File: src/rtl/sprite_palette_pkg.sv
// Shared types and constants for the sprite palette bank.
//   rgb_t           : packed {r,g,b} colour at the reference 4-bit channel width
//   DEFAULT_PALETTE : 16 x 12-bit power-on contents of bank 0, index 0 in the low word
//   clr_state_t     : bank-clear engine states
//   FLASH_WHITE     : colour forced onto opaque pixels during the hit-flash phase
package sprite_palette_pkg;

   localparam int unsigned PAL_COLOR_W = 4;

   typedef struct packed {
      logic [PAL_COLOR_W-1:0] r;
      logic [PAL_COLOR_W-1:0] g;
      logic [PAL_COLOR_W-1:0] b;
   } rgb_t;

   // Index 1 is the magenta chroma key.
   localparam logic [15:0][11:0] DEFAULT_PALETTE = {
      12'h222, 12'h555, 12'hAAA, 12'hFFF,  // 15..12
      12'h048, 12'h06F, 12'h0A0, 12'hC00,  // 11..8
      12'hF80, 12'hFC0, 12'h630, 12'hA52,  // 7..4
      12'hC84, 12'hEED, 12'hF0F, 12'h000   // 3..0
   };

   localparam rgb_t FLASH_WHITE = '{r: 4'hF, g: 4'hF, b: 4'hF};

   typedef enum logic [0:0] {
      IDLE  = 1'b0,
      CLEAR = 1'b1
   } clr_state_t;

endpackage

File: src/rtl/palette_clear_fsm.sv
// Bank-clear engine and palette write-port arbiter.
//   clk_i, rst_ni            : clock, async active-low reset
//   clr_req_i, clr_bank_i    : start zeroing one bank
//   clr_busy_o               : clear in progress
//   wr_valid_i/wr_ready_o    : external write handshake; wr_bank_i, wr_index_i, wr_color_i
//   mem_we_o, mem_bank_o,
//   mem_index_o, mem_data_o  : the single muxed write into the palette storage
module palette_clear_fsm
   import sprite_palette_pkg::*;
#(
   parameter int unsigned IDX_W     = 4,
   parameter int unsigned NUM_BANKS = 4,
   parameter int unsigned COLOR_W   = 4,
   parameter int unsigned BANK_W    = 2
) (
   input  logic                 clk_i,
   input  logic                 rst_ni,
   input  logic                 clr_req_i,
   input  logic [BANK_W-1:0]    clr_bank_i,
   output logic                 clr_busy_o,
   input  logic                 wr_valid_i,
   output logic                 wr_ready_o,
   input  logic [BANK_W-1:0]    wr_bank_i,
   input  logic [IDX_W-1:0]     wr_index_i,
   input  logic [3*COLOR_W-1:0] wr_color_i,
   output logic                 mem_we_o,
   output logic [BANK_W-1:0]    mem_bank_o,
   output logic [IDX_W-1:0]     mem_index_o,
   output logic [3*COLOR_W-1:0] mem_data_o
);

   localparam int unsigned BW1 = BANK_W + 1;
   localparam logic [BANK_W:0] NumBanksL = BW1'(NUM_BANKS);
   localparam logic [IDX_W-1:0] LastIdx = '1;

   clr_state_t        state_q;
   logic [BANK_W-1:0] bank_q;
   logic [IDX_W-1:0]  ptr_q;
   logic              busy_q;
   logic              clr_ok;
   logic              wr_ok;

   // Out-of-range banks only exist when NUM_BANKS is not a power of two.
   assign clr_ok = {1'b0, clr_bank_i} < NumBanksL;
   assign wr_ok  = {1'b0, wr_bank_i} < NumBanksL;

   always_ff @(posedge clk_i or negedge rst_ni) begin
      if (!rst_ni) begin
         state_q <= IDLE;
         bank_q  <= '0;
         ptr_q   <= '0;
         busy_q  <= 1'b0;
      end else begin
         unique case (state_q)
            IDLE: begin
               if (clr_req_i && clr_ok) begin
                  state_q <= CLEAR;
                  bank_q  <= clr_bank_i;
                  ptr_q   <= '0;
                  busy_q  <= 1'b1;
               end
            end
            CLEAR: begin
               ptr_q <= ptr_q + 1'b1;
               if (ptr_q == LastIdx) begin
                  state_q <= IDLE;
                  busy_q  <= 1'b0;
               end
            end
            default: begin
               state_q <= IDLE;
               busy_q  <= 1'b0;
            end
         endcase
      end
   end

   assign clr_busy_o = busy_q;
   assign wr_ready_o = ~busy_q;

   // The clear engine owns the write port while busy; external writes stall.
   always_comb begin
      mem_we_o    = 1'b0;
      mem_bank_o  = wr_bank_i;
      mem_index_o = wr_index_i;
      mem_data_o  = wr_color_i;
      if (busy_q) begin
         mem_we_o    = 1'b1;
         mem_bank_o  = bank_q;
         mem_index_o = ptr_q;
         mem_data_o  = '0;
      end else begin
         mem_we_o = wr_valid_i && wr_ok;
      end
   end

endmodule

File: src/rtl/sprite_palette_bank.sv
// Multi-bank writable sprite palette: pixel index -> RGB through a 2-stage pipeline.
//   Clk, Reset_n                 : clock, async active-low reset
//   frame_start, bank_sel        : display bank is switched only on frame_start
//   pix_valid, pix_index         : lookup request
//   out_valid, red/green/blue,
//   transparent                  : lookup result, 2 cycles after the request
//   wr_valid/wr_ready, wr_bank,
//   wr_index, wr_color           : runtime palette load port
//   clr_req, clr_bank, clr_busy  : bank clear engine
//   flash_en                     : hit-flash effect, phase toggles every FLASH_PERIOD frames
module sprite_palette_bank
   import sprite_palette_pkg::*;
#(
   parameter int unsigned IDX_W           = 4,
   parameter int unsigned NUM_BANKS       = 4,
   parameter int unsigned COLOR_W         = 4,
   parameter int unsigned TRANSPARENT_IDX = 1,
   parameter int unsigned FLASH_PERIOD    = 4,
   parameter int unsigned BANK_W          = (NUM_BANKS > 1) ? $clog2(NUM_BANKS) : 1
) (
   input  logic                 Clk,
   input  logic                 Reset_n,
   input  logic                 frame_start,
   input  logic [BANK_W-1:0]    bank_sel,
   input  logic                 pix_valid,
   input  logic [IDX_W-1:0]     pix_index,
   output logic                 out_valid,
   output logic [COLOR_W-1:0]   red,
   output logic [COLOR_W-1:0]   green,
   output logic [COLOR_W-1:0]   blue,
   output logic                 transparent,
   input  logic                 wr_valid,
   output logic                 wr_ready,
   input  logic [BANK_W-1:0]    wr_bank,
   input  logic [IDX_W-1:0]     wr_index,
   input  logic [3*COLOR_W-1:0] wr_color,
   input  logic                 clr_req,
   input  logic [BANK_W-1:0]    clr_bank,
   output logic                 clr_busy,
   input  logic                 flash_en
);

   localparam int unsigned ENTRIES = 2 ** IDX_W;
   localparam int unsigned CW      = 3 * COLOR_W;
   localparam int unsigned FL_W    = (FLASH_PERIOD > 1) ? $clog2(FLASH_PERIOD) : 1;
   localparam int unsigned BW1     = BANK_W + 1;
   localparam logic [BANK_W:0]  NumBanksL = BW1'(NUM_BANKS);
   localparam logic [FL_W-1:0]  LastCnt   = FL_W'(FLASH_PERIOD - 1);
   localparam logic [IDX_W-1:0] TranspIdx = IDX_W'(TRANSPARENT_IDX);

   // Stretch/truncate a reference 4-bit-per-channel colour to COLOR_W, MSB aligned.
   function automatic logic [CW-1:0] expand(input logic [11:0] c12);
      rgb_t            p;
      logic [CW-1:0]   e;
      int unsigned     src;
      p = rgb_t'(c12);
      e = '0;
      for (int unsigned b = 0; b < COLOR_W; b++) begin
         src = 3 - (((COLOR_W - 1 - b) * 4) / COLOR_W);
         e[2*COLOR_W+b] = p.r[src[1:0]];
         e[COLOR_W+b]   = p.g[src[1:0]];
         e[b]           = p.b[src[1:0]];
      end
      return e;
   endfunction

   localparam logic [CW-1:0] WhiteC = expand(FLASH_WHITE);

   logic [CW-1:0]     mem_q [NUM_BANKS][ENTRIES];
   logic [BANK_W-1:0] active_bank_q;
   logic              mem_we;
   logic [BANK_W-1:0] mem_bank;
   logic [IDX_W-1:0]  mem_index;
   logic [CW-1:0]     mem_data;

   logic              s1_valid_q;
   logic [IDX_W-1:0]  s1_index_q;
   logic [CW-1:0]     s1_color_q;
   logic              s2_valid_q;
   logic              s2_transp_q;
   logic [CW-1:0]     s2_color_q;
   logic              s1_is_transp;

   logic [FL_W-1:0]   flash_cnt_q;
   logic              flash_phase_q;

   palette_clear_fsm #(
      .IDX_W     (IDX_W),
      .NUM_BANKS (NUM_BANKS),
      .COLOR_W   (COLOR_W),
      .BANK_W    (BANK_W)
   ) u_clear_fsm (
      .clk_i       (Clk),
      .rst_ni      (Reset_n),
      .clr_req_i   (clr_req),
      .clr_bank_i  (clr_bank),
      .clr_busy_o  (clr_busy),
      .wr_valid_i  (wr_valid),
      .wr_ready_o  (wr_ready),
      .wr_bank_i   (wr_bank),
      .wr_index_i  (wr_index),
      .wr_color_i  (wr_color),
      .mem_we_o    (mem_we),
      .mem_bank_o  (mem_bank),
      .mem_index_o (mem_index),
      .mem_data_o  (mem_data)
   );

   // Palette storage; flops so reset can restore the default bank.
   always_ff @(posedge Clk or negedge Reset_n) begin
      if (!Reset_n) begin
         for (int unsigned b = 0; b < NUM_BANKS; b++) begin
            for (int unsigned i = 0; i < ENTRIES; i++) begin
               mem_q[b][i] <= (b == 0) ? expand(DEFAULT_PALETTE[i[3:0]]) : '0;
            end
         end
      end else if (mem_we) begin
         mem_q[mem_bank][mem_index] <= mem_data;
      end
   end

   always_ff @(posedge Clk or negedge Reset_n) begin
      if (!Reset_n) begin
         active_bank_q <= '0;
      end else if (frame_start && ({1'b0, bank_sel} < NumBanksL)) begin
         active_bank_q <= bank_sel;
      end
   end

   // S1 reads storage before this edge's write lands, giving read-first collisions.
   always_ff @(posedge Clk or negedge Reset_n) begin
      if (!Reset_n) begin
         s1_valid_q <= 1'b0;
         s1_index_q <= '0;
         s1_color_q <= '0;
      end else begin
         s1_valid_q <= pix_valid;
         if (pix_valid) begin
            s1_index_q <= pix_index;
            s1_color_q <= mem_q[active_bank_q][pix_index];
         end
      end
   end

   assign s1_is_transp = (s1_index_q == TranspIdx);

   always_ff @(posedge Clk or negedge Reset_n) begin
      if (!Reset_n) begin
         s2_valid_q  <= 1'b0;
         s2_transp_q <= 1'b0;
         s2_color_q  <= '0;
      end else begin
         s2_valid_q <= s1_valid_q;
         if (s1_valid_q) begin
            s2_transp_q <= s1_is_transp;
            s2_color_q  <= (flash_phase_q && !s1_is_transp) ? WhiteC : s1_color_q;
         end
      end
   end

   always_ff @(posedge Clk or negedge Reset_n) begin
      if (!Reset_n) begin
         flash_cnt_q   <= '0;
         flash_phase_q <= 1'b0;
      end else if (!flash_en) begin
         flash_cnt_q   <= '0;
         flash_phase_q <= 1'b0;
      end else if (frame_start) begin
         if (flash_cnt_q == LastCnt) begin
            flash_cnt_q   <= '0;
            flash_phase_q <= ~flash_phase_q;
         end else begin
            flash_cnt_q <= flash_cnt_q + 1'b1;
         end
      end
   end

   assign out_valid   = s2_valid_q;
   assign transparent = s2_transp_q;
   assign red         = s2_color_q[3*COLOR_W-1:2*COLOR_W];
   assign green       = s2_color_q[2*COLOR_W-1:COLOR_W];
   assign blue        = s2_color_q[COLOR_W-1:0];

endmodule

File: config.mk
export PLATFORM = sky130hd
export DESIGN_NAME = sprite_palette_bank
export DESIGN_NICKNAME = d
export VERILOG_FILES = /design/src/rtl/sprite_palette_pkg.sv /design/src/rtl/palette_clear_fsm.sv /design/src/rtl/sprite_palette_bank.sv
export SDC_FILE = /design/constraint.sdc
export NUM_CORES = 2
export LEC_CHECK = 0
export CORE_ASPECT_RATIO = 0.6
export CORE_MARGIN = 5
export CORE_UTILIZATION = 41
export CTS_BUF_LIST = sky130_fd_sc_hd__clkbuf_8 sky130_fd_sc_hd__clkbuf_16
export CTS_CLUSTER_SIZE = 8
export DETAILED_ROUTE_END_ITERATION = 16
export DONT_BUFFER_PORTS = 1
export PLACE_DENSITY_LB_ADDON = 0.25
export SETUP_SLACK_MARGIN = 0.5
export SLEW_MARGIN = 30
export SYNTH_ARGS = -nofsm -noshare
export SYNTH_HDL_FRONTEND = slang
export SYNTH_SLANG_ARGS = --single-unit
File: constraint.sdc
create_clock -name Clk -period 5.29 [get_ports Clk]
set_clock_uncertainty 0.15 [all_clocks]
set_input_delay 1.3225 -clock Clk [delete_from_list [all_inputs] [get_ports Clk]]
set_output_delay 1.3225 -clock Clk [all_outputs]
set_load 0.01 [all_outputs]
Word-level counts from Yosys, hierarchy flattened. Cells that the tools add are included.

Register bits after elaboration: 812. Latch bits: 0. Memory bits (writable): 0. Bits in read-only memories: 0. Logic and storage cells: 136. Memories kept: 0.

$add $sub $neg: 2. Multiply operators: 0. Divide/modulo/power cells: 0. Order comparisons: 6. Equal/unequal tests: 7. Shift operators: 0. Muxes and demuxes: 30. Bitwise operators: 7. Reduce and logical (&&, ||, !) cells: 7.

Operators by type and width (number): 768-bit bitwise mux (1); 192-bit 2-to-1 mux (3); 192-bit binary-select mux with 2-bit select (1); 192-bit demux with 2-bit select (1); 12-bit 2-to-1 mux (5); 12-bit binary-select mux with 4-bit select (1); 12-bit demux with 4-bit select (1); 5-bit greater-or-equal comparator, second input constant (2); 4-bit inverter with 5-bit output (2); 1-bit 2-to-1 mux (8); 2-bit 2-to-1 mux (4); 4-bit 2-to-1 mux (2); 4-bit one-hot mux with 2 select lines (1); 3-bit greater-or-equal comparator, second input constant (2); 2-bit != test, second input constant (3); 2-bit inverter with 3-bit output (2); 2-bit AND reduction (3); 5-bit by 1-bit less-than comparator with 1-bit output, second input constant (1); 4-bit by 1-bit adder with 4-bit output, second input constant (1); 4-bit by 1-bit == test with 1-bit output, second input constant (1); 4-bit == test, second input constant (1); 1-bit one-hot mux with 2 select lines (2); 1-bit logical AND (3); 3-bit by 1-bit less-than comparator with 1-bit output, second input constant (1); other kinds (5) (7).

Longest topological paths before layout.
Depth in word-level cells: 9. Mapped depth: 9.

Cells and area by module. Synthesis repeated with hierarchy kept, for this count alone.

Cells, all modules: 2381. Area total of the unflattened synthesis: 37184.4 µm².

Modules (own cells, without submodules): sprite_palette_bank (instances 1, cells each 2331, area each 36622.6 µm²); palette_clear_fsm (instances 1, cells each 50, area each 561.8 µm²).

Worst setup path after synthesis. No wires, ideal clock.

Path type: input to register. Start: input pix_index[0]. End: register s1_color_q[7]. Library setup time: 0.143 ns. Arrival time: 2.980 ns. Required time: 4.997 ns. Slack: 2.017 ns. Cell stages on the path: 7. Path buffers: 3. Cell sequence: buf_2 buf_2 buf_1 mux4_2 mux2_2 a221oi_1 o221ai_1.

Word-level cells in the longest chain between the ends: 4.

Ends and longest elaborated chain: from (decl) (line sprite_palette_bank.sv:26) `input logic [IDX_W-1:0] pix_index,`; 4-bit inverter with 5-bit output (not written as such) (line sprite_palette_bank.sv:140) `s1_color_q <= mem_q[active_bank_q][pix_index];`; 12-bit binary-select mux with 4-bit select (line sprite_palette_bank.sv:140); 12-bit 2-to-1 mux (not written as such) (2 in series) (line sprite_palette_bank.sv:140); to (signal assigned) (line sprite_palette_bank.sv:140); to (decl) (line sprite_palette_bank.sv:78) `logic [CW-1:0] s1_color_q;`.

No other way between the ends. The select of a mux whose other input is x is not followed. A chain may end at the register's enable or synchronous reset.

Final worst setup path.
Start: register active_bank_q[0]. End: register s1_color_q[6].

Word-level cells in the longest chain between the ends: 7.

Ends and longest elaborated chain: from (decl) (line sprite_palette_bank.sv:70) `logic [BANK_W-1:0] active_bank_q;`; from (signal assigned) (line sprite_palette_bank.sv:126) `active_bank_q <= bank_sel;`; 2-bit inverter with 3-bit output (not written as such) (line sprite_palette_bank.sv:140); 192-bit binary-select mux with 2-bit select (line sprite_palette_bank.sv:140); 192-bit 2-to-1 mux (not written as such) (2 in series) (line sprite_palette_bank.sv:140); 12-bit binary-select mux with 4-bit select (line sprite_palette_bank.sv:140); 12-bit 2-to-1 mux (not written as such) (2 in series) (line sprite_palette_bank.sv:140).

No other way between the ends. The select of a mux whose other input is x is not followed.

==> results.ini <==
[outcome]
status=complete, no violations

[placed_design]
gp_congestion=0.8504
io_buffers=0
dpl.cell_count=4109
placed_cell_area_um2=36270
dp_hpwl_um=62110

[drt]
wire_per_inst_um=23.21
num_vias=24420
ant_nets=0
wl_um=100000
drc=0
via_per_inst=5.664
drt_iter0_markers=2113
dr.pass1.iters=6

[final_layout]
fin_nets=3118
layout.cells.non_filler=4311
final_area_um2=39640
fill_cells=7760
final_core_util=0.4633
drive_gt1_frac=0.1761
syn_to_final_growth_pct=12.01

[synthesis]
ys.flop_type=dfrtp_1
yosysWarningCount=0
synth_area_per_cell_um2=11.17
ys_top_cells_by_count=nand2_1, dfrtp_1, o21ai_0, clkbuf_1, mux4_2
synth_nets=3204
syn-cell-area_um2=35390
yosys-top-cells-area=dfrtp_1, mux4_2, o21ai_0, nand2_1, dfstp_2
synth-seq-cells=812
synth_most_common_cell=nand2_1
asyncSetResetFlopFracSynth=1.000
yosysSeqAreaShare=0.5769
synth_edf_count=0
yosysTopAreaCellShare=0.5176
netlist_instances=3169
synth.distinct_cells=47
synth.largest_area_cell=dfrtp_1

[sta]
fin_tns_setup_ps=0
max_slew_margin=0.1525
holdWs_ps=190.3
rsz0062_at_grt=false
worst_pin_slew_ps=1271
fin_crit_ps=3379
maxSlewViolCount=0
fmax_mhz=296.0
timing_hold_violations_final=0
finalSetupViolCount=0
fin_crit_sh=0.6387

[cts]
clock_latency_ps=690
clockRootBuffer=clkbuf_16
path_clk_slew_ps=50
cts_buffer_depth=3
cts_num_sinks=812
ctsHtreeMaxLevel=3
cts_tree=built
numCtsBuffers=111
cts_resized=0
postCtsSetupBuffers=0
cts-hold-fix-buffers=0

[worst_setup_path]
crit_required_ps=5670
critPathLaunchType=flip-flop
cp_cell_sequence=buf_16, buf_4, mux4_2, mux2_2, a22o_1, a221oi_1, o221ai_1
r2r_cells=7
cp_slowest_cell=dfrtp_4
slowest_delay_ps=630
crit_fanout=26
critical_path_class=flip-flop to flip-flop
cp-end-kind=flip-flop
cp.arrival_ps=3760

[floorplanning]
placementRows=83
die_h_um=237.6
die_w_um=389.3
coreArea_um2=85570
initial_utilization=0.4136
top_level_ports=49
fp.dieArea_um2=92490

[global_route]
grt_usage=0.2180
grt_max_degree=813
grt_pass1_wl_um=153800
overflow=0
grt_pass1_vias=24220
antenna_found_initial=6

[power]
powerDensity_nw_per_um2=531.6
cellLeakagePower_uw=0.01711
ir_drop_uv=346.8

[min_path]
min_path_type=input port to async pin

[job]
drv_cap=0

where the power goes:
group | switching (uW) | internal, uW
combinational | 2990 | 1980
clock | 2660 | 3810
sequential | 1220 | 8410
total | 6870 | 14200
per-stage QoR:
stage | power, uW | setup slack (ps)
after floorplan | 12690 | 2017
after global placement | 14120 | 1705
after detailed placement | 14490 | 1708
after CTS | 21000 | 1685
after global routing | 22300 | 1705
final | 21080 | 1911
logic make-up (layout without fill, tap and decap cells):
logic type | count (synthesis) | in the layout | synth area share
multiplexers | 274 | 274 | 0.1512
AND/OR/NAND/NOR | 914 | 914 | 0.1041
buffers and inverters | 303 | 297 | 0.03609
flip-flops | 812 | 812 | 0.5769
AO/OA/AOI/OAI | 862 | 862 | 0.1305
XOR/XNOR | 2 | 2 | 0.0004950
adder cells (fa/ha/maj) | 2 | 2 | 0.0007069
other | 0 | 1 | 0
routing by layer:
| layer | up-vias | track usage | part of all wire | wire [um] |
|---|---|---|---|---|
| met3 | 145 | 0.08791 | 0.11 | 10960 |
| li1 | 10980 | - | - | - |
| met2 | 817 | 0.3026 | 0.41 | 41470 |
| met5 | - | 0 | 0.00011 | 11 |
| met1 | 12480 | 0.3179 | 0.45 | 45390 |
| met4 | 2 | 0.05747 | 0.022 | 2211 |
final timing paths:
kind,start,end,slack [ps]
hold / removal,Reset_n,mem_q[721],190
max in group asynchronous,Reset_n,mem_q[587],2080
setup reg to reg,active_bank_q[0],s1_color_q[6],1910
hold reg to reg,mem_q[619],mem_q[619],310
min in group Clk,mem_q[619],mem_q[619],310
setup / recovery,active_bank_q[0],s1_color_q[6],1910
cell type report:
type	instances	area, um2	share of cell area
Sequential cell	812	20420	0.5152
Multi-Input combinational cell	2054	13740	0.3466
Clock buffer	114	2853	0.07196
Tap cell	1147	1435	0.03620
Timing Repair Buffer	90	815.8	0.02058
Clock inverter	79	320.3	0.008080
Inverter	14	52.55	0.001326
Antenna cell	1	2.502	0.00006312
placed cells by master (no fill, tap or decap), types with 6 or more instances in the layout:
| cell | count |
|---|---|
| mux2i_1 | 35 |
| mux2_2 | 34 |
| nand3_1 | 59 |
| nand2_1 | 783 |
| nand2b_1 | 10 |
| dfrtp_1 | 730 |
| clkbuf_16 | 114 |
| o221ai_1 | 8 |
| nand3b_1 | 14 |
| nor2_1 | 6 |
| nor2b_1 | 10 |
| o21ai_0 | 645 |
| inv_1 | 88 |
| a21oi_1 | 8 |
| a221oi_1 | 7 |
| buf_4 | 81 |
| a22o_1 | 8 |
| nand2_2 | 11 |
| a22oi_1 | 26 |
| o22a_1 | 15 |
| buf_16 | 6 |
| mux4_2 | 205 |
| dfstp_2 | 80 |
| o21ai_1 | 130 |
critical path, delay by kind of cell, from the launching register on:
family | cells | cell delay [ps]
muxes | 2 | 850
AOI/OAI and AO/OA | 3 | 930
DFF | 1 | 630
buffers and inverters | 2 | 660
sequential cells by signal (all words and copies together), names as in the netlist:
name / count
u_clear_fsm.ptr_q: 4
mem_q: 768
s1_color_q: 12
out_valid: 1
u_clear_fsm.bank_q: 2
u_clear_fsm.state_q: 1
s2_color_q: 12
flash_phase_q: 1
active_bank_q: 2
transparent: 1
u_clear_fsm.clr_busy_o: 1
s1_valid_q: 1
flash_cnt_q: 2
s1_index_q: 4
(Power assumes the default switching activity.)
